--- src/rtl/mem_access_unit.sv ---
// mem_access_unit: one-outstanding data-memory access controller with pipeline stall, byte lanes and LBU zero-extension.
// Define MEM_ALIGN_CHECK_EN to complete misaligned word accesses without a memory request and pulse misaligned_o.
module mem_access_unit #(
    parameter int ADDR_W = 32
) (
    input  logic              clk,
    input  logic              n_reset,
    input  logic              op_valid_i,
    input  logic              is_load_op_i,
    input  logic              is_store_op_i,
    input  logic              is_byte_op_i,
    input  logic [ADDR_W-1:0] addr_i,
    input  logic [31:0]       store_data_i,
    output logic              stall_o,
    output logic [31:0]       load_data_o,
    output logic              load_valid_o,
    output logic              req_valid_o,
    input  logic              req_ready_i,
    output logic              req_we_o,
    output logic [ADDR_W-1:0] req_addr_o,
    output logic [31:0]       req_wdata_o,
    output logic [3:0]        req_be_o,
    input  logic              resp_valid_i,
    input  logic [31:0]       resp_rdata_i,
    output logic              misaligned_o
);
    typedef enum logic [1:0] {IDLE, REQ, WAIT, DONE} state_t;
    state_t state, state_nx;
    logic start, mis_now, is_byte, mis, capture;
    logic [1:0] lane;
    logic [31:0] rdata;
    logic [7:0] rbyte;

    assign start = op_valid_i & (is_store_op_i | is_load_op_i);
`ifdef MEM_ALIGN_CHECK_EN
    assign mis_now = ~is_byte_op_i & (addr_i[1:0] != 2'b00);
`else
    assign mis_now = 1'b0;
`endif

    always_ff @(posedge clk or negedge n_reset)
        if (!n_reset) state <= IDLE;
        else          state <= state_nx;

    always_comb begin
        state_nx = state;
        case (state)
            IDLE:    if (start) state_nx = mis_now ? DONE : REQ;
            REQ:     if (req_ready_i) state_nx = resp_valid_i ? DONE : WAIT;
            WAIT:    if (resp_valid_i) state_nx = DONE;
            default: state_nx = IDLE;
        endcase
    end

    // Response data is only taken when the request has been accepted.
    assign capture = resp_valid_i & ((state == REQ & req_ready_i) | state == WAIT);

    always_ff @(posedge clk or negedge n_reset) begin
        if (!n_reset) begin
            req_we_o    <= 1'b0;
            req_addr_o  <= '0;
            req_wdata_o <= '0;
            req_be_o    <= 4'h0;
            lane        <= 2'b00;
            is_byte     <= 1'b0;
            mis         <= 1'b0;
            rdata       <= '0;
        end else begin
            if (state == IDLE && start) begin
                req_we_o    <= is_store_op_i;
                req_addr_o  <= {addr_i[ADDR_W-1:2], 2'b00};
                req_wdata_o <= is_byte_op_i ? {4{store_data_i[7:0]}} : store_data_i;
                req_be_o    <= is_byte_op_i ? 4'b0001 << addr_i[1:0] : 4'hF;
                lane        <= addr_i[1:0];
                is_byte     <= is_byte_op_i;
                mis         <= mis_now;
                rdata       <= '0;
            end
            if (capture) rdata <= resp_rdata_i;
        end
    end

    assign rbyte        = rdata[{lane, 3'b000} +: 8];
    assign req_valid_o  = state == REQ;
    assign load_valid_o = state == DONE & ~req_we_o;
    assign load_data_o  = (load_valid_o & ~mis) ? (is_byte ? {24'b0, rbyte} : rdata) : 32'h0;
    assign misaligned_o = state == DONE & mis;
    assign stall_o      = start & (state != DONE);
endmodule

--- config.mk ---
export PLATFORM = sky130hd
export DESIGN_NAME = mem_access_unit
export DESIGN_NICKNAME = d
export VERILOG_FILES = /design/src/rtl/mem_access_unit.sv
export SDC_FILE = /design/constraint.sdc
export NUM_CORES = 1
export LEC_CHECK = 0
export BUFFER_PORTS_ARGS = -buffer_cell sky130_fd_sc_hd__clkbuf_2
export CAP_MARGIN = 25
export CORE_ASPECT_RATIO = 0.7
export CORE_UTILIZATION = 50
export DETAILED_ROUTE_END_ITERATION = 8
export PLACE_DENSITY = 0.88
export SYNTH_ARGS = -nofsm -noshare
export SYNTH_HDL_FRONTEND = slang
export SYNTH_SLANG_ARGS = --single-unit
export TNS_END_PERCENT = 100
--- constraint.sdc ---
create_clock -name clk -period 3.5 [get_ports clk]
set_input_delay 0.175 -clock clk [delete_from_list [all_inputs] [get_ports clk]]
set_output_delay 0.175 -clock clk [all_outputs]
set_load 0.05 [all_outputs]
==> impl_metrics.yaml <==
floorplan:
  die_h_um: 82.6
  initial_core_util_pct: 53.2
  design.die.area_um2: 9670
  row_count: 28
  core_um2: 8720
  io_pins: 209
  die_x_um: 117
clock_network:
  tritoncts: "done"
  cts_resized: 0
  cts_buffers: 9
  clk_pin_slew_ps: 70
  h-tree-depth: 3
  cts_root_buf: "clkbuf_16"
  postCtsHoldBufs: 0
  cts_setup_buffers: 0
  numClockSinks: 104
  clk_latency_ps: 330
  clock_path_buffers: 2
yosys:
  synthMuxAreaShare_pct: 7.64
  yosysSeqAreaShare_pct: 56.1
  synth-simple-area-share_pct: 17.6
  synthXorXnorAreaFrac_pct: 0
  synth_top_family_by_area: "simple AND/OR/NAND/NOR gates"
  synth_area_um2: 4640
  synth_cell_types: 28
  synth_fa_ha_area_share_pct: 1.08
  yosys_warnings: 0
  synth_compound_area_share_pct: 13.8
  syn_inst: 465
  ys_seq_elements: 104
  avgSynthCellArea_um2: 9.97
layout:
  final_nets: 763
  area_delta_synth_final_pct: 30.0
  final_common_cell: "clkbuf_2"
  drive_gt1_share_pct: 35.2
  antenna_cells: 0
  layout_common_cells: "clkbuf_2 (204), nand2_1 (148), dfrtp_1 (104)"
setup_path:
  cp_top_family: "simple AND/OR/NAND/NOR gates"
  r2r-end: "req_addr_o[13]"
  required_ps: 3320
  start_kind: "flop"
  rr_worst_depth: 6
  reg2reg_from: "state[0]"
  worst-path-stages: 5
  cp_cell_sequence: "ha_1 > nor2b_1 > and2b_1 > and2_1 > clkbuf_2"
  path_class: "flop to output pin"
  arrival_ps: 2470
  cp-endpoint: "load_data_o[14]"
  max_stage_delay_ps: 580
  cp-startpoint: "state[0]"
  endpoint_kind: "output pin"
  critical_path.max_fanout: 24
  crit_buf_inv: 1
  r2r_slack_ps: 1410
  slowest_stage: "and2b_1"
global_route:
  gr-total-overflow: 0
  antenna_found_initial: 0
  track_usage_pct: 24.9
  grt_pass1_vias: 3875
  grt_pass1_wl_um: 18100
  grt_max_degree: 90
min_path:
  hold_class: "primary input to async pin"
sta:
  tightest_slew_ps: 900
  max_slew_margin_pct: 40.0
  period_needed_ps: 2640
  rsz0062_at_grt: "no"
  finClkSkew_ps: 4.61
  slew_viol_final: 0
  holdWs_ps: -41.0
  timing.fmax_mhz: 378
  setup_viol: 0
  fin_setup_tns_ps: 0
  hold_viol: 58
  period_share_pct: 75.6
drt:
  vias_per_cell: 5.15
  wire_per_inst_um: 15.2
  dr.pass1.iters: 4
  initialDrtViolationCount: 223
  ant_nets: 0
  wl_um: 11900
  drc: 0
  dr_total_vias: 4014
power_and_ir_drop:
  p_per_area_nw_per_um2: 1050
  report.power.total_w: 0.00631
  vdd_ir_drop_max_mv: 0.692
  p_leak_nw: 3.41
place:
  dp_hpwl_um: 8830
  place_congestion: 0.826
  io_buffer_count: 205
status:
  status: "finished, violations left"
  violations: "negative hold slack"
flow_run:
  cap_violations: 0
[report_power, final]
part           leakage [nW]  switching (W)  internal, W
registers              1.30       0.000402      0.00174
clock network         0.141       0.000417     0.000519
logic                  1.97        0.00237     0.000863
[worst min-delay path by stage]
| stage | from | endpoint | cells after the start |
|---|---|---|---|
| after floorplan | n_reset | is_byte | 0 |
| after global placement | n_reset | req_addr_o[18] | 1 |
| after detailed placement | n_reset | req_addr_o[28] | 1 |
| after CTS | n_reset | req_addr_o[28] | 1 |
| after global routing | addr_i[30] | req_addr_o[30] | 3 |
| final | n_reset | req_addr_o[28] | 1 |
[cell type report]
class                      instances  area, um2
sequential                       104       2600
fill                             685       2700
clock buffer                      11        253
timing repair buffer             211       1090
clock inverter                     5       31.3
inverter                           4       15.0
multi-input combinational        325       1880
tap                              120        150
[cells in the mapped netlist]
cell type	number	area, um2
mux2i_1	32	320
o21a_1	3	22.5
ha_1	4	50.1
a211oi_1	1	7.51
o211ai_2	1	12.5
o21ai_0	32	160
a31oi_1	3	18.8
a21oi_1	9	45.0
o211ai_1	1	7.51
dfrtp_1	104	2600
nand2_1	148	556
and2b_1	1	7.51
clkbuf_1	18	67.6
a21o_1	8	60.1
and2_1	24	150
nor2b_1	1	6.26
o21ai_1	1	5.00
a222oi_1	1	10.0
mux2_2	3	33.8
o211a_1	1	10.0
nor2_1	6	22.5
conb_1	1	3.75
buf_2	12	60.1
nor3b_1	8	60.1
a22o_1	32	280
inv_1	4	15.0
buf_4	4	30.0
nand2b_1	2	12.5
[registers in the layout, indices dropped and copies added, names as in the netlist]
| signal | cells |
|---|---|
| is_byte | 1 |
| lane | 2 |
| rdata | 32 |
| req_addr_o | 30 |
| req_be_o | 4 |
| req_wdata_o | 32 |
| req_we_o | 1 |
| state | 2 |
[metal layers]
| layer | global-route usage (%) | vias up | routed length [um] |
|---|---|---|---|
| li1 | - | 1935 | - |
| met1 | 30.9 | 1897 | 5170 |
| met2 | 42.0 | 161 | 5650 |
| met3 | 7.45 | 21 | 824 |
| met4 | 8.61 | 0 | 221 |
| met5 | 0 | - | 0 |
[worst reg2reg max path: stages (launching register included)]
cell and delay (ps):
dfrtp_1 410, inv_1 110, ha_1 260, o211a_1 630, buf_4 410, nand2_1 120
nand2_1 70
[cell families (layout without fill, tap and decap cells)]
kind of cell | Yosys count | in the layout
other cells | 1 | 3
compound gates | 93 | 93
fa+ha+maj | 4 | 4
simple gates | 190 | 190
flops | 104 | 104
buf+inv | 38 | 231
mux | 35 | 35
[through the flow]
stage,area (um2),cells,setup slack (ps),hold slack [ps],utilization (%)
2_1_floorplan,4640,467,1380,-121,-
3_3_place_gp,5710,763,1400,356,65.5
3_5_place_dp,5710,763,1210,365,65.5
4_1_cts,6000,779,849,2.66,68.8
5_1_grt,6030,780,594,23.8,69.1
6_report,6030,780,855,-41.0,69.1
No activity file was read; power rests on OpenSTA's default activity.
